[src/rtl/cache_port_arbiter.sv]
// Two-port arbiter sharing one blocking cache between I-side (p0) and D-side (p1).
// Ports: p0_*/p1_* requesters, cache_* to cache, acc_cnt/miss_cnt perf counters.
module cache_port_arbiter #(
  parameter int ADDR_W     = 32,
  parameter int DATA_W     = 32,
  parameter int CNT_W      = 32,
  parameter int FIXED_PRIO = 0
) (
  input  logic              clk,
  input  logic              rst,
  input  logic              p0_req_valid,
  input  logic              p0_req_we,
  input  logic [ADDR_W-1:0] p0_addr,
  input  logic [DATA_W-1:0] p0_wr_data,
  output logic              p0_req_ready,
  output logic              p0_resp_valid,
  output logic [DATA_W-1:0] p0_rd_data,
  input  logic              p1_req_valid,
  input  logic              p1_req_we,
  input  logic [ADDR_W-1:0] p1_addr,
  input  logic [DATA_W-1:0] p1_wr_data,
  output logic              p1_req_ready,
  output logic              p1_resp_valid,
  output logic [DATA_W-1:0] p1_rd_data,
  input  logic              cache_miss,
  input  logic [DATA_W-1:0] cache_rd_data,
  output logic [ADDR_W-1:0] cache_addr,
  output logic              cache_rd_req,
  output logic              cache_wr_req,
  output logic [DATA_W-1:0] cache_wr_data,
  output logic [CNT_W-1:0]  acc_cnt,
  output logic [CNT_W-1:0]  miss_cnt
);

  localparam logic ST_IDLE = 1'b0;
  localparam logic ST_BUSY = 1'b1;

  localparam logic [CNT_W-1:0] CNT_MAX = {CNT_W{1'b1}};

  logic state;
  logic last_grant;
  logic owner;
  logic miss_seen;
  logic any_req;
  logic win;

  assign any_req = p0_req_valid | p1_req_valid;

  // p1 wins when alone, or on a round-robin tie when p0 went last
  assign win = p1_req_valid
             & (~p0_req_valid
                | ((FIXED_PRIO == 0) & ~last_grant));

  assign p0_req_ready = (state == ST_IDLE)
                      & p0_req_valid & ~win;
  assign p1_req_ready = (state == ST_IDLE) & win;

  always_ff @(posedge clk) begin
    if (rst) begin
      state         <= ST_IDLE;
      last_grant    <= 1'b1;
      owner         <= 1'b0;
      miss_seen     <= 1'b0;
      cache_addr    <= '0;
      cache_wr_data <= '0;
      cache_rd_req  <= 1'b0;
      cache_wr_req  <= 1'b0;
      p0_resp_valid <= 1'b0;
      p1_resp_valid <= 1'b0;
      p0_rd_data    <= '0;
      p1_rd_data    <= '0;
      acc_cnt       <= '0;
      miss_cnt      <= '0;
    end else begin
      p0_resp_valid <= 1'b0;
      p1_resp_valid <= 1'b0;
      case (state)
        ST_IDLE: begin
          if (any_req) begin
            cache_addr    <= win ? p1_addr : p0_addr;
            cache_wr_data <= win ? p1_wr_data
                                 : p0_wr_data;
            cache_rd_req  <= win ? ~p1_req_we
                                 : ~p0_req_we;
            cache_wr_req  <= win ? p1_req_we
                                 : p0_req_we;
            owner         <= win;
            last_grant    <= win;
            miss_seen     <= 1'b0;
            state         <= ST_BUSY;
          end
        end
        ST_BUSY: begin
          if (cache_miss) begin
            miss_seen <= 1'b1;
          end else begin
            cache_rd_req <= 1'b0;
            cache_wr_req <= 1'b0;
            state        <= ST_IDLE;
            if (owner) begin
              p1_resp_valid <= 1'b1;
              p1_rd_data    <= cache_rd_req
                             ? cache_rd_data : '0;
            end else begin
              p0_resp_valid <= 1'b1;
              p0_rd_data    <= cache_rd_req
                             ? cache_rd_data : '0;
            end
            if (acc_cnt != CNT_MAX)
              acc_cnt <= acc_cnt + CNT_W'(1);
            if (miss_seen && miss_cnt != CNT_MAX)
              miss_cnt <= miss_cnt + CNT_W'(1);
          end
        end
        default: state <= ST_IDLE;
      endcase
    end
  end

endmodule

[config.mk]
export PLATFORM = sky130hd
export DESIGN_NAME = cache_port_arbiter
export DESIGN_NICKNAME = d
export VERILOG_FILES = /design/src/rtl/cache_port_arbiter.sv
export SDC_FILE = /design/constraint.sdc
export NUM_CORES = 1
export LEC_CHECK = 0
export BUFFER_PORTS_ARGS = -buffer_cell sky130_fd_sc_hd__buf_2
export CELL_PAD_IN_SITES_DETAIL_PLACEMENT = 1
export CELL_PAD_IN_SITES_GLOBAL_PLACEMENT = 1
export CORE_UTILIZATION = 37
export CTS_BUF_LIST = sky130_fd_sc_hd__clkbuf_8 sky130_fd_sc_hd__clkbuf_16
export DETAILED_ROUTE_END_ITERATION = 6
export PLACE_DENSITY_LB_ADDON = 0.1
export SLEW_MARGIN = 5
export SYNTH_ARGS = -nofsm -noshare
export SYNTH_HDL_FRONTEND = slang
export SYNTH_SLANG_ARGS = --single-unit
[constraint.sdc]
create_clock -name clk -period 6.05 [get_ports clk]
set_clock_uncertainty 0.1 [all_clocks]
set_input_delay 0.605 -clock clk [delete_from_list [all_inputs] [get_ports clk]]
set_output_delay 0.605 -clock clk [all_outputs]
set_load 0.03 [all_outputs]
Word-level counts from Yosys, hierarchy flattened
Index checks and enable logic that the tools add are counted.
{"block": "word_totals", "mem_bits_ro": 0, "input_bits": 167, "latch_bits": 0, "out_inout_bits": 198, "mem_count": 0, "ramBits": 0, "reg_bits": 200}
{"block": "op_classes", "n_addsub": 2, "n_bitwise": 14, "n_reduce_logical": 9, "shift": 0, "mux": 18, "div": 0, "n_lt_le_gt_ge": 0, "eq_ne": 5, "n_mul": 0}
{"operator": "32-bit 2-to-1 mux", "count": 3}
{"operator": "32-bit by 1-bit adder with 32-bit output (second input constant)", "count": 2}
{"operator": "32-bit inequality test (second input constant)", "count": 2}
{"operator": "3-bit AND reduction", "count": 4}
{"operator": "1-bit 2-to-1 mux", "count": 11}
{"operator": "1-bit inverter", "count": 8}
{"operator": "1-bit one-hot mux with 2 select lines", "count": 4}
{"operator": "2-bit inequality test (second input constant)", "count": 3}
{"operator": "2-bit AND reduction", "count": 3}
{"operator": "1-bit bitwise AND", "count": 4}
{"operator": "3-bit OR reduction", "count": 1}
{"operator": "1-bit bitwise OR", "count": 2}
{"operator": "1-bit logical AND", "count": 1}

Logic depth before layout (Yosys ltp)
Gate-level depths: netlist of the first run.
{"block": "depth", "word_depth": 6, "depth_mapped": 8, "depth_no_buf": 6}

Worst setup path after synthesis of the first run
Ideal clock, no wire load.
{"block": "synth_timing", "kind": "input to output", "start": "in p1_req_valid", "end": "out p0_req_ready", "arrival_time_ns": 1.993, "setup_slack_ns": 3.352, "cell_stages": 4, "cell_sequence": "a21boi_1 -> clkbuf_1 -> buf_2 -> nor3b_1"}
{"block": "synth_between", "elab_chain_cells": 3}
{"item": "from (decl)", "line_no": "18", "text": "input logic p1_req_valid,"}
{"item": "1-bit bitwise AND", "line_no": "51", "text": "& (~p0_req_valid"}
{"item": "1-bit inverter", "line_no": "55", "text": "& p0_req_valid & ~win;"}
{"item": "1-bit bitwise AND", "line_no": "55"}
{"item": "to (decl)", "line_no": "15", "text": "output logic p0_req_ready,"}
No other way between the ends.

Worst setup path in the final report of the first run
{"block": "layout_timing", "start": "reg state", "end": "reg miss_cnt[28]"}
{"block": "layout_between", "elab_chain_cells": 1}
{"item": "from (decl)", "line_no": "40", "text": "logic state;"}
{"item": "from (signal assigned)", "line_no": "60", "text": "state <= ST_IDLE;"}
{"item": "from (signal assigned)", "line_no": "90", "text": "state <= ST_BUSY;"}
{"item": "from (signal assigned)", "line_no": "99", "text": "state <= ST_IDLE;"}
{"item": "3-bit AND reduction (no line)"}
{"item": "to (signal assigned)", "line_no": "112", "text": "miss_cnt <= miss_cnt + CNT_W'(1);"}
{"item": "to (decl)", "line_no": "32", "text": "output logic [CNT_W-1:0] miss_cnt"}
No other way between the ends.
A chain may end at the register's enable or synchronous reset.

==> results by group, run 1 <==
Outcome
  • Outcome: finished clean

Clocking
  • Post-CTS Setup Bufs: 0
  • Post-CTS Hold Buffers: 0
  • Clock slew at reported path FFs: 0.08 ns
  • H-tree lvl count: 4
  • Sink Count: 200
  • CTS tree: done
  • Max clock buf depth: 2
  • CTS root buf: clkbuf_16
  • Total CTS buffers: 17
  • Worst-skew pair later-pin latency: 0.43 ns
  • PostCTS Resize Cnt: 0

Floorplanning
  • Core area: 0.0228 sq mm
  • Die width: 156 um
  • Die H: 156 um
  • Full die area: 0.0242 sq mm
  • Rows: 55
  • Ports: 365
  • Initial Util: 38.2%

Drt
  • Antenna-violating nets left: 0
  • Initial drt markers: 385
  • Total number of vias: 8,651
  • DR WL/cell: 18.5 um
  • First-pass detailed-route iteration total: 4
  • Routed wire length: 30,500 um
  • DRC: 0
  • Detailed-route vias per instance: 5.25

STA
  • Worst slew pin tran: 0.976 ns
  • Setup ws final: 3.22 ns
  • Max transition margin: 34.9%
  • Final setup viols: 0
  • Max Slew Vio Count: 0
  • Setup TNS: 0 ns
  • Peak Freq: 354 MHz
  • RSZ-0062 raised after global routing: no
  • Hold Vio Cnt, Final: 0
  • Final hold slack: 0.346 ns
  • Fin crit period: 2.83 ns
  • Period utilization: 46.7%

Critical path
  • Worst Setup End Kind: flop
  • Slowest stage delay, CP: 0.75 ns
  • Critical setup path kind: reg -> reg
  • Crit path DAT: 3.04 ns
  • Reg2reg path depth: 5
  • Capture point of the critical path: miss_cnt[28]
  • Max FO, Critical Path: 16
  • Crit-path cells: nand3b_1, or4_1, nand4b_4, nor3_1, mux2_1
  • CP max stage cell: or4_1
  • Capturing point of the worst reg2reg path: miss_cnt[28]
  • Critical Path Source: state
  • Worst r2r src: state
  • Kind of start point of the critical path: flop
  • Critical Path RT: 6.27 ns
  • Reg2reg setup slack: 3.22 ns

Job
  • Maxcap violations: 0

Place
  • Post-DP HPWL: 22,300 um
  • Dpl ws: 2.94 ns
  • Global placement routability congestion: 0.764
  • # port buffers: 364

Synthesis
  • Seq/Total Area, Yosys: 45.9%
  • Post-synth ARST share: 0%
  • Most used DFF post-synth: dfxtp_1
  • Post-Syn Instances: 1,002
  • Distinct cells, synth: 58
  • Post-synthesis register bit count: 200
  • Cell area after synthesis: 0.00872 sq mm
  • Post-synth EDFFs: 0
  • Post-Syn Nets: 1,171
  • Synthesis Warnings: 0
  • Syn avg cell area: 8.71 sq um

Global route
  • Vias in the first global route: 8,664
  • GRT Overall Usage: 25.2%
  • Initial antenna violation count: 7
  • Largest net degree at the start of global routing: 125
  • First-pass GRT wire length: 47,600 um
  • Global route overflow: 0

Hold path
  • HP Class: in -> reg

Layout
  • Syn-to-layout area delta: 30.0%
  • Final Net Count: 1,489
  • Share of layout cells above drive strength 1: 32.6%
  • Final Util: 49.7%

Pwr
  • Pwr dens: 264 mW/mm^2
  • Final Power: 3.00 mW
  • Leak pwr: 4.84 nW
  • VDD IR max: 0.121 mV
## worst min-delay path by stage
stage / start / to / slack [ns] / cells past startpoint
after floorplan: last_grant / last_grant / 0.34 / 1
final: cache_rd_data[29] / p1_rd_data[29] / 0.35 / 3
after global placement: p0_rd_data[25] / p0_rd_data[25] / 0.34 / 2
after detailed placement: p1_rd_data[29] / p1_rd_data[29] / 0.34 / 2
after CTS: cache_rd_data[7] / p0_rd_data[7] / 0.32 / 3
after global routing: cache_rd_data[11] / p0_rd_data[11] / 0.34 / 3
## per-layer routing
| metal | track usage, % | part of all wire [%] | vias up |
|---|---|---|---|
| li1 | - | - | 4274 |
| met1 | 28.6 | 41 | 4103 |
| met2 | 45.0 | 51 | 230 |
| met3 | 7.22 | 5.9 | 40 |
| met4 | 8.82 | 2.4 | 4 |
| met5 | 0 | 0.085 | - |
## where the power goes
group	leakage [nW]	internal [mW]	switching, mW
sequential	1.63	1.37	0.0295
combinational	2.93	0.143	0.282
clock	0.282	0.621	0.552
total	4.84	2.13	0.863
## cells in the mapped netlist, drive strengths merged, types with 3 or more instances
library cell / instances / area [sq um]
mux2i: 68 / 681
nor3b: 3 / 22.5
or4: 21 / 161
nand3: 88 / 458
nor2: 107 / 402
nor2b: 13 / 81.3
clkbuf: 61 / 229
o211ai: 3 / 27.5
mux2: 11 / 124
nand2b: 4 / 25.0
a211oi: 68 / 510
xnor2: 9 / 78.8
a31o: 4 / 35.0
o21ai: 16 / 80.1
or3: 18 / 113
dfxtp: 200 / 4000
and3: 7 / 43.8
and4: 5 / 46.3
nor4: 8 / 77.6
nor3: 10 / 55.1
o31ai: 16 / 120
buf: 14 / 71.3
inv: 8 / 30.0
a21oi: 105 / 526
or2: 5 / 33.8
nand2: 90 / 338
nand4: 16 / 113
## critical path: cells and delay by family, from the launching register on
kind	cells	cell delay (ns)
muxes	1	0.34
and+or+nand+nor	4	1.71
DFF	1	0.57
## state kept, by name, indices dropped and copies added (netlist names)
register / count
cache_wr_req: 1
cache_addr: 32
cache_rd_req: 1
p0_rd_data: 32
state: 1
p1_resp_valid: 1
p1_rd_data: 32
last_grant: 1
acc_cnt: 32
cache_wr_data: 32
miss_cnt: 32
p0_resp_valid: 1
miss_seen: 1
owner: 1
## kinds of logic after synthesis
group | share of synthesized area, %
AO/OA/AOI/OAI | 16.6
XOR/XNOR | 0.904
adder cells (fa/ha/maj) | 0.287
buffers and inverters | 3.79
flip-flops | 45.9
multiplexers | 9.22
AND/OR/NAND/NOR | 23.3
## placed cells by master (no fill, tap or decap), drive strengths merged, types with 4 or more instances in the layout
cell type / instances
nor2: 107
buf: 374
dfxtp: 200
nor2b: 13
diode: 4
nand4: 16
a31o: 4
nand2b: 4
and4: 5
or2: 5
a21oi: 105
o31ai: 16
mux2i: 68
and3: 7
or4: 21
mux2: 11
nor3: 10
xnor2: 9
or3: 18
a211oi: 68
nand2: 90
clkbuf: 17
nor4: 8
nand3: 88
o21ai: 16
inv: 14
## per-stage QoR
step | std cells | instance area [sq um]
after floorplan | 1002 | 8720
after global placement | 1614 | 10700
after detailed placement | 1614 | 10700
after CTS | 1645 | 11300
after global routing | 1647 | 11300
final | 1649 | 11300
## final cells by class
cell class | count | area [sq um]
Fill cell | 2839 | 11500
Antenna cell | 4 | 10.0
Clock inverter | 14 | 165
Tap cell | 313 | 392
Multi-Input combinational cell | 719 | 4410
Clock buffer | 17 | 425
Timing Repair Buffer | 374 | 1900
Inverter | 8 | 30.0
Sequential cell | 200 | 4010
No activity file was read; power rests on OpenSTA's default activity.
==> run 2: changes to the inputs <==
--- a/config.mk
+++ b/config.mk
@@ -5,10 +5,11 @@
 export SDC_FILE = /design/constraint.sdc
 export NUM_CORES = 1
 export LEC_CHECK = 0
+export ABC_AREA = 1
 export BUFFER_PORTS_ARGS = -buffer_cell sky130_fd_sc_hd__buf_2
 export CELL_PAD_IN_SITES_DETAIL_PLACEMENT = 1
 export CELL_PAD_IN_SITES_GLOBAL_PLACEMENT = 1
-export CORE_UTILIZATION = 37
+export CORE_UTILIZATION = 33
 export CTS_BUF_LIST = sky130_fd_sc_hd__clkbuf_8 sky130_fd_sc_hd__clkbuf_16
 export DETAILED_ROUTE_END_ITERATION = 6
 export PLACE_DENSITY_LB_ADDON = 0.1
==> constraint.sdc (replaced) <==
create_clock -name clk -period 2.84 [get_ports clk]
set_clock_uncertainty 0.1 [all_clocks]
set_input_delay 0.284 -clock clk [delete_from_list [all_inputs] [get_ports clk]]
set_output_delay 0.284 -clock clk [all_outputs]
set_load 0.03 [all_outputs]
==> results by group, run 2 <==
Clocking
  • Post-CTS Setup Bufs: 0 (unchanged)
  • Worst-skew pair later-pin latency: 0.45 ns (+0.02 ns)
  • H-tree lvl count: 4 (unchanged)
  • CTS tree: done
  • Clock slew at reported path FFs: 0.09 ns (about the same)
  • Max clock buf depth: 2 (unchanged)
  • CTS root buf: clkbuf_16
  • Total CTS buffers: 17 (unchanged)
  • Post-CTS Hold Buffers: 35 (+35)
  • Sink Count: 200 (unchanged)
  • PostCTS Resize Cnt: 0 (unchanged)

Global route
  • Largest net degree at the start of global routing: 69 (-45%)
  • GRT Overall Usage: 25.4% (+0.20 points)
  • First-pass GRT wire length: 56,900 um (+20%)
  • Initial antenna violation count: 12 (+5)
  • Vias in the first global route: 10,400 (+20%)
  • Global route overflow: 0 (unchanged)

Place
  • Post-DP HPWL: 26,500 um (+19%)
  • # port buffers: 364 (unchanged)
  • Global placement routability congestion: 0.843 (+10%)

Drt
  • Detailed-route vias per instance: 5.02 (-4.2%)
  • Total number of vias: 10,200 (+18%)
  • Routed wire length: 36,300 um (+19%)
  • DR WL/cell: 17.8 um (-3.7%)
  • First-pass detailed-route iteration total: 5 (+1)
  • Antenna-violating nets left: 0 (unchanged)
  • Initial drt markers: 477 (+24%)
  • DRC: 0 (unchanged)

Critical path
  • Worst r2r src: miss_cnt[0]
  • Crit path DAT: 2.33 ns (-0.71 ns)
  • Critical setup path kind: reg -> reg
  • Reg2reg path depth: 10 (+5)
  • Kind of start point of the critical path: flop
  • Capturing point of the worst reg2reg path: miss_cnt[6]
  • Worst Setup End Kind: flop
  • Reg2reg setup slack: 0.76 ns (-2.46 ns)
  • Critical Path RT: 3.08 ns (-3.19 ns)
  • Max FO, Critical Path: 12 (-4)

Pwr
  • VDD IR max: 0.346 mV (+180%)
  • Register share of total power: 44.6% (-2.1 points)
  • Pwr dens: 554 mW/mm^2 (+110%)
  • Clock power share: 39.1% (about the same)
  • Switch share: 32.2% (+3.4 points)
  • Net Switching: 2.19 mW (+150%)
  • Pint: 4.61 mW (+120%)
  • Combinational power share: 16.3% (+2.1 points)
  • Leak pwr: 5.47 nW (+13%)

Synthesis
  • Post-synthesis register bit count: 200 (unchanged)
  • Most numerous cell in the Yosys netlist: nor2_1
  • Cell area after synthesis: 0.00914 sq mm (+4.7%)
  • Post-synth EDFFs: 0 (unchanged)
  • Synthesis Warnings: 0 (unchanged)
  • Distinct cells, synth: 33 (-43%)
  • Post-Syn Instances: 1,314 (+31%)
  • Post-Syn Nets: 1,483 (+27%)
  • Post-synth ARST share: 0% (unchanged)
  • Synth top area share: 43.8% (-2.1 points)
  • Top cells by count, synth: nor2_1 (236), nand2_1 (221), dfxtp_1 (200)
  • Syn avg cell area: 6.95 sq um (-20%)
  • Synth area leaders: dfxtp_1 (44%), nor2_1 (9.7%), nand2_1 (9.1%)
  • Seq/Total Area, Yosys: 43.8% (-2.1 points)
  • Most used DFF post-synth: dfxtp_1
  • Synth area leader: dfxtp_1

Floorplanning
  • Full die area: 0.0284 sq mm (+17%)
  • Ports: 365 (unchanged)
  • Die H: 168 um (+8.3%)
  • Die width: 168 um (+8.3%)
  • Initial Util: 33.8% (-4.4 points)
  • Core area: 0.0270 sq mm (+18%)
  • Rows: 60 (+9.1%)

Layout
  • Final Util: 45.4% (-4.2 points)
  • Final Net Count: 1,838 (+23%)
  • Commonest non-fill, non-tap cell in the layout: buf_2
  • Commonest non-fill, non-tap cells in the layout: buf_2 (364), nor2_1 (236), nand2_1 (220)
  • Syn-to-layout area delta: 34.3%
  • Share of layout cells above drive strength 1: 26.1% (-6.5 points)

STA
  • RSZ-0062 raised after global routing: no
  • Setup TNS: 0 ns (unchanged)
  • Final setup viols: 0 (unchanged)
  • Worst slew pin tran: 0.827 ns (-0.149 ns)
  • Hold Vio Cnt, Final: 0 (unchanged)
  • Period utilization: 73.3% (+27 points)
  • Max transition margin: 44.9% (+10 points)
  • Peak Freq: 481 MHz (+36%)
  • Max Slew Vio Count: 0 (unchanged)
  • Fin crit period: 2.08 ns (-0.747 ns)

Hold path
  • Hold Path Depth: 3 (unchanged)
  • Hold Startpoint: p0_addr[1]
  • HP Class: in -> reg
  • Worst hold endpoint: cache_addr[1]

Job
  • Maxcap violations: 0 (unchanged)

Outcome
  • Outcome: finished clean
==> run 2: routing by layer <==
metal	track usage [%]	part of all wire (%)	vias up
li1	-	-	5097
met1	31.2	43	4799
met2	42.2	48	264
met3	6.75	6.0	57
met4	10.0	2.7	2
met5	0	0.028	-
==> run 2: kinds of logic after synthesis <==
group           Yosys count  synth area share (%)
simple gates            626                  28.7
xor+xnor                  4                 0.383
flops                   200                  43.8
buf+inv                 168                  7.48
compound gates          314                  19.4
fa+ha+maj                 2                 0.274
==> run 2: metrics by stage <==
| stage | instance area (sq um) | worst slack (ns) | hold WS, ns | power [mW] | cells |
|---|---|---|---|---|---|
| finish | 12300 | 0.759 | 0.0103 | 6.80 | 2034 |
| global route | 12300 | 0.553 | 0.0108 | 7.11 | 2031 |
| CTS | 12200 | 0.778 | 0.000393 | 6.87 | 2022 |
| detailed placement | 11200 | 0.781 | 0.370 | 4.17 | 1955 |
| global placement | 11200 | 0.828 | 0.360 | 4.15 | 1955 |
| floorplan | 9140 | 0.937 | 0.344 | 3.73 | 1314 |
==> run 2: worst max path at each step <==
stage / from / to / slack, ns / depth (start not counted)
3_3_place_gp: miss_cnt[1] / miss_cnt[5] / 0.83 / 10
6_report: miss_cnt[0] / miss_cnt[6] / 0.76 / 10
4_1_cts: miss_cnt[0] / miss_cnt[6] / 0.78 / 10
3_5_place_dp: cache_miss / p0_rd_data[19] / 0.78 / 7
2_1_floorplan: miss_cnt[1] / miss_cnt[9] / 0.94 / 11
5_1_grt: miss_cnt[0] / miss_cnt[6] / 0.55 / 10
==> run 2: final cells by class <==
cell class                      instances  area, sq um
Clock inverter                         15          214
Timing Repair Buffer                  421         2390
Clock buffer                           17          425
Sequential cell                       200         4000
Fill cell                            3517        14800
Inverter                               83          317
Tap cell                              341          427
Antenna cell                           11         27.5
Multi-Input combinational cell        946         4470
==> run 2: critical path: stages (launching register included) <==
cell	delay (ns)
dfxtp_1	0.39
ha_1	0.21
nand2_1	0.08
nor2_1	0.09
nand2_1	0.14
nor2_2	0.20
nand2_1	0.13
nand2_1	0.40
o21bai_1	0.13
inv_1	0.07
nor2_1	0.04
==> run 2: power groups by stage <==
stage                     combinational, mW  sequential [mW]  clock [mW]
after CTS                              1.11             3.03        2.73
after floorplan                       0.378             3.35           0
after global routing                   1.20             3.05        2.86
after global placement                 1.06             3.09           0
final                                  1.11             3.03        2.66
after detailed placement               1.07             3.09           0
==> run 3: changes to the inputs <==
--- a/config.mk
+++ b/config.mk
@@ -5,11 +5,11 @@
 export SDC_FILE = /design/constraint.sdc
 export NUM_CORES = 1
 export LEC_CHECK = 0
-export ABC_AREA = 1
+export ABC_AREA = 0
 export BUFFER_PORTS_ARGS = -buffer_cell sky130_fd_sc_hd__buf_2
 export CELL_PAD_IN_SITES_DETAIL_PLACEMENT = 1
 export CELL_PAD_IN_SITES_GLOBAL_PLACEMENT = 1
-export CORE_UTILIZATION = 33
+export CORE_UTILIZATION = 35
 export CTS_BUF_LIST = sky130_fd_sc_hd__clkbuf_8 sky130_fd_sc_hd__clkbuf_16
 export DETAILED_ROUTE_END_ITERATION = 6
 export PLACE_DENSITY_LB_ADDON = 0.1
==> constraint.sdc (replaced) <==
create_clock -name clk -period 2.1 [get_ports clk]
set_clock_uncertainty 0.1 [all_clocks]
set_input_delay 0.21 -clock clk [delete_from_list [all_inputs] [get_ports clk]]
set_output_delay 0.21 -clock clk [all_outputs]
set_load 0.03 [all_outputs]
==> results by group, run 3 (synthesized netlist as in run 1, its figures left out) <==
Floorplanning
  • Initial Util: 35.8% (+2.0 points)
  • Die width: 160 um (-5.1%)
  • Ports: 365 (unchanged)
  • Core area: 0.0244 sq mm (-9.7%)
  • Rows: 57 (-5.0%)
  • Die H: 160 um (-5.1%)
  • Full die area: 0.0256 sq mm (-9.9%)

Global route
  • GRT Overall Usage: 25.0% (-0.40 points)
  • Largest net degree at the start of global routing: 81 (+17%)
  • First-pass GRT wire length: 50,900 um (-11%)
  • Initial antenna violation count: 6 (-6)
  • Vias in the first global route: 9,451 (-9.3%)
  • Global route overflow: 0 (unchanged)

Pwr
  • Switch share: 30.5% (-1.6 points)
  • Combinational power share: 16.2% (about the same)
  • Pwr dens: 684 mW/mm^2 (+24%)
  • Clock power share: 38.1% (-1.0 points)
  • Register share of total power: 45.7% (+1.1 points)
  • Net Switching: 2.68 mW (+22%)
  • VDD IR max: 0.444 mV (+28%)
  • Pint: 6.09 mW (+32%)
  • Leak pwr: 5.55 nW (+1.3%)
  • Final Power: 8.76 mW (+29%)

Critical path
  • Reg2reg path depth: 5 (-5)
  • Max FO, Critical Path: 5 (-7)
  • Crit path DAT: 2.36 ns (+0.03 ns)
  • Critical setup path kind: reg -> reg
  • Kind of start point of the critical path: flop
  • Critical Path RT: 2.37 ns (-0.71 ns)
  • Worst Setup End Kind: flop

Drt
  • First-pass detailed-route iteration total: 6 (+1)
  • Routed wire length: 32,500 um (-10%)
  • Antenna-violating nets left: 0 (unchanged)
  • Total number of vias: 9,184 (-10%)
  • Detailed-route vias per instance: 5.15 (+2.6%)
  • Initial drt markers: 435 (-8.8%)
  • DRC: 0 (unchanged)
  • DR WL/cell: 18.3 um (+2.4%)

Clocking
  • Worst-skew pair later-pin latency: 0.43 ns (-0.02 ns)
  • Sink Count: 200 (unchanged)
  • Max clock buf depth: 2 (unchanged)
  • Total CTS buffers: 17 (unchanged)
  • CTS tree: done
  • H-tree lvl count: 4 (unchanged)
  • Clock slew at reported path FFs: 0.09 ns (about the same)
  • CTS root buf: clkbuf_16

Layout
  • Share of layout cells above drive strength 1: 39.3% (+13 points)
  • Syn-to-layout area delta: 46.8%
  • FILL cells: 2,961 (-16%)
  • Fin area: 0.0128 sq mm (+4.4%)
  • Final Net Count: 1,609 (-12%)
  • Commonest non-fill, non-tap cells in the layout: buf_2 (363), dfxtp_1 (150), nor2_1 (104)
  • Reg area: 0.00409 sq mm (+2.1%)
  • Commonest non-fill, non-tap cell in the layout: buf_2
  • Area of the multi-input gates: 0.00455 sq mm (+1.8%)
  • Final Util: 52.5% (+7.1 points)

Job
  • Maxcap violations: 0 (unchanged)

STA
  • Final hold slack: 0.0125 ns (+0.00225 ns)
  • Worst slew pin tran: 0.545 ns (-0.282 ns)
  • Fin crit period: 2.10 ns (+0.0143 ns)
  • Max Slew Vio Count: 0 (unchanged)
  • Final setup viols: 0 (unchanged)
  • Period utilization: 99.8% (+27 points)
  • Setup ws final: 0.00477 ns (-0.754 ns)
  • Hold Vio Cnt, Final: 0 (unchanged)
  • Peak Freq: 477 MHz (-0.68%)
  • Max transition margin: 63.7% (+19 points)
  • RSZ-0062 raised after global routing: yes

Place
  • Post-DP HPWL: 23,500 um (-11%)
  • Dpl ws: 0.00191 ns (-0.779 ns)
  • Placed cell areas: 0.0115 sq mm (+2.3%)
  • Global placement routability congestion: 0.821 (-2.6%)
  • # port buffers: 364 (unchanged)

Hold path
  • HP Class: in -> reg
  • Hold Path Depth: 3 (unchanged)

Outcome
  • Outcome: finished clean
[run 3: changes by cell type in the layout (fill, tap and decap cells not counted), moves of 41 or more]
cell / change
buf_4: +49
nor2_1: -132
o21ai_0: -113
dfxtp_1: -50
nand3_1: -48
nand2_1: -132
dfxtp_2: +41
mux2i_1: +68
inv_1: -71
a211oi_1: +65
o211ai_1: -61
[run 3: timing repair]
action | 4_1_cts | 5_1_grt
endpoints found under the setup margin | 0 | 32
buffers inserted | 0 | 5
hold endpoints to repair | 79 | 0
gates resized for setup | 0 | 19
hold buffers | 51 | 0
[run 3: per-layer routing]
layer  vias to the layer above  wire length (um)  GRT usage [%]
li1                       4522                 -              -
met1                      4387             13800           29.0
met2                       236             16400           45.0
met3                        37              1800           6.42
met4                         2               575           7.19
met5                         -                10              0
[run 3: cell type report]
type	instances	share of cell area (%)
clock inverter	15	1.40
clock buffer	17	3.32
inverter	8	0.234
tap	324	3.16
sequential	200	31.9
timing repair buffer	494	24.4
antenna	5	0.0977
multi-input combinational	719	35.5
[run 3: critical path, cell delays in order, from the launching register on]
cell,delay (ns)
dfxtp_4,0.37
nand4_4,0.13
or2_4,0.25
or4_4,0.54
or4_4,0.50
a21oi_2,0.15
[run 3: path summary, 6_finish.rpt]
kind / from / to / slack [ns]
setup / recovery: miss_cnt[5] / miss_cnt[21] / 0.005
hold reg to reg: p1_rd_data[31] / p1_rd_data[31] / 0.35
setup reg to reg: miss_cnt[5] / miss_cnt[21] / 0.005
hold / removal: p1_wr_data[3] / cache_wr_data[3] / 0.01
[run 3: through the flow]
stage | std cells | TNS, ns
after floorplan | 1002 | -0.0631
final | 1782 | 0
after CTS | 1770 | 0
after global placement | 1687 | 0
after global routing | 1782 | -0.0519
after detailed placement | 1687 | 0
[run 3: power by group through the flow]
stage / Clock (mW) / Sequential [mW] / Combinational [mW]
2_1_floorplan: 0 / 4.38 / 0.492
3_3_place_gp: 0 / 4.09 / 1.31
3_5_place_dp: 0 / 4.10 / 1.32
4_1_cts: 3.43 / 4.01 / 1.40
5_1_grt: 3.58 / 4.03 / 1.52
6_report: 3.34 / 4.01 / 1.42
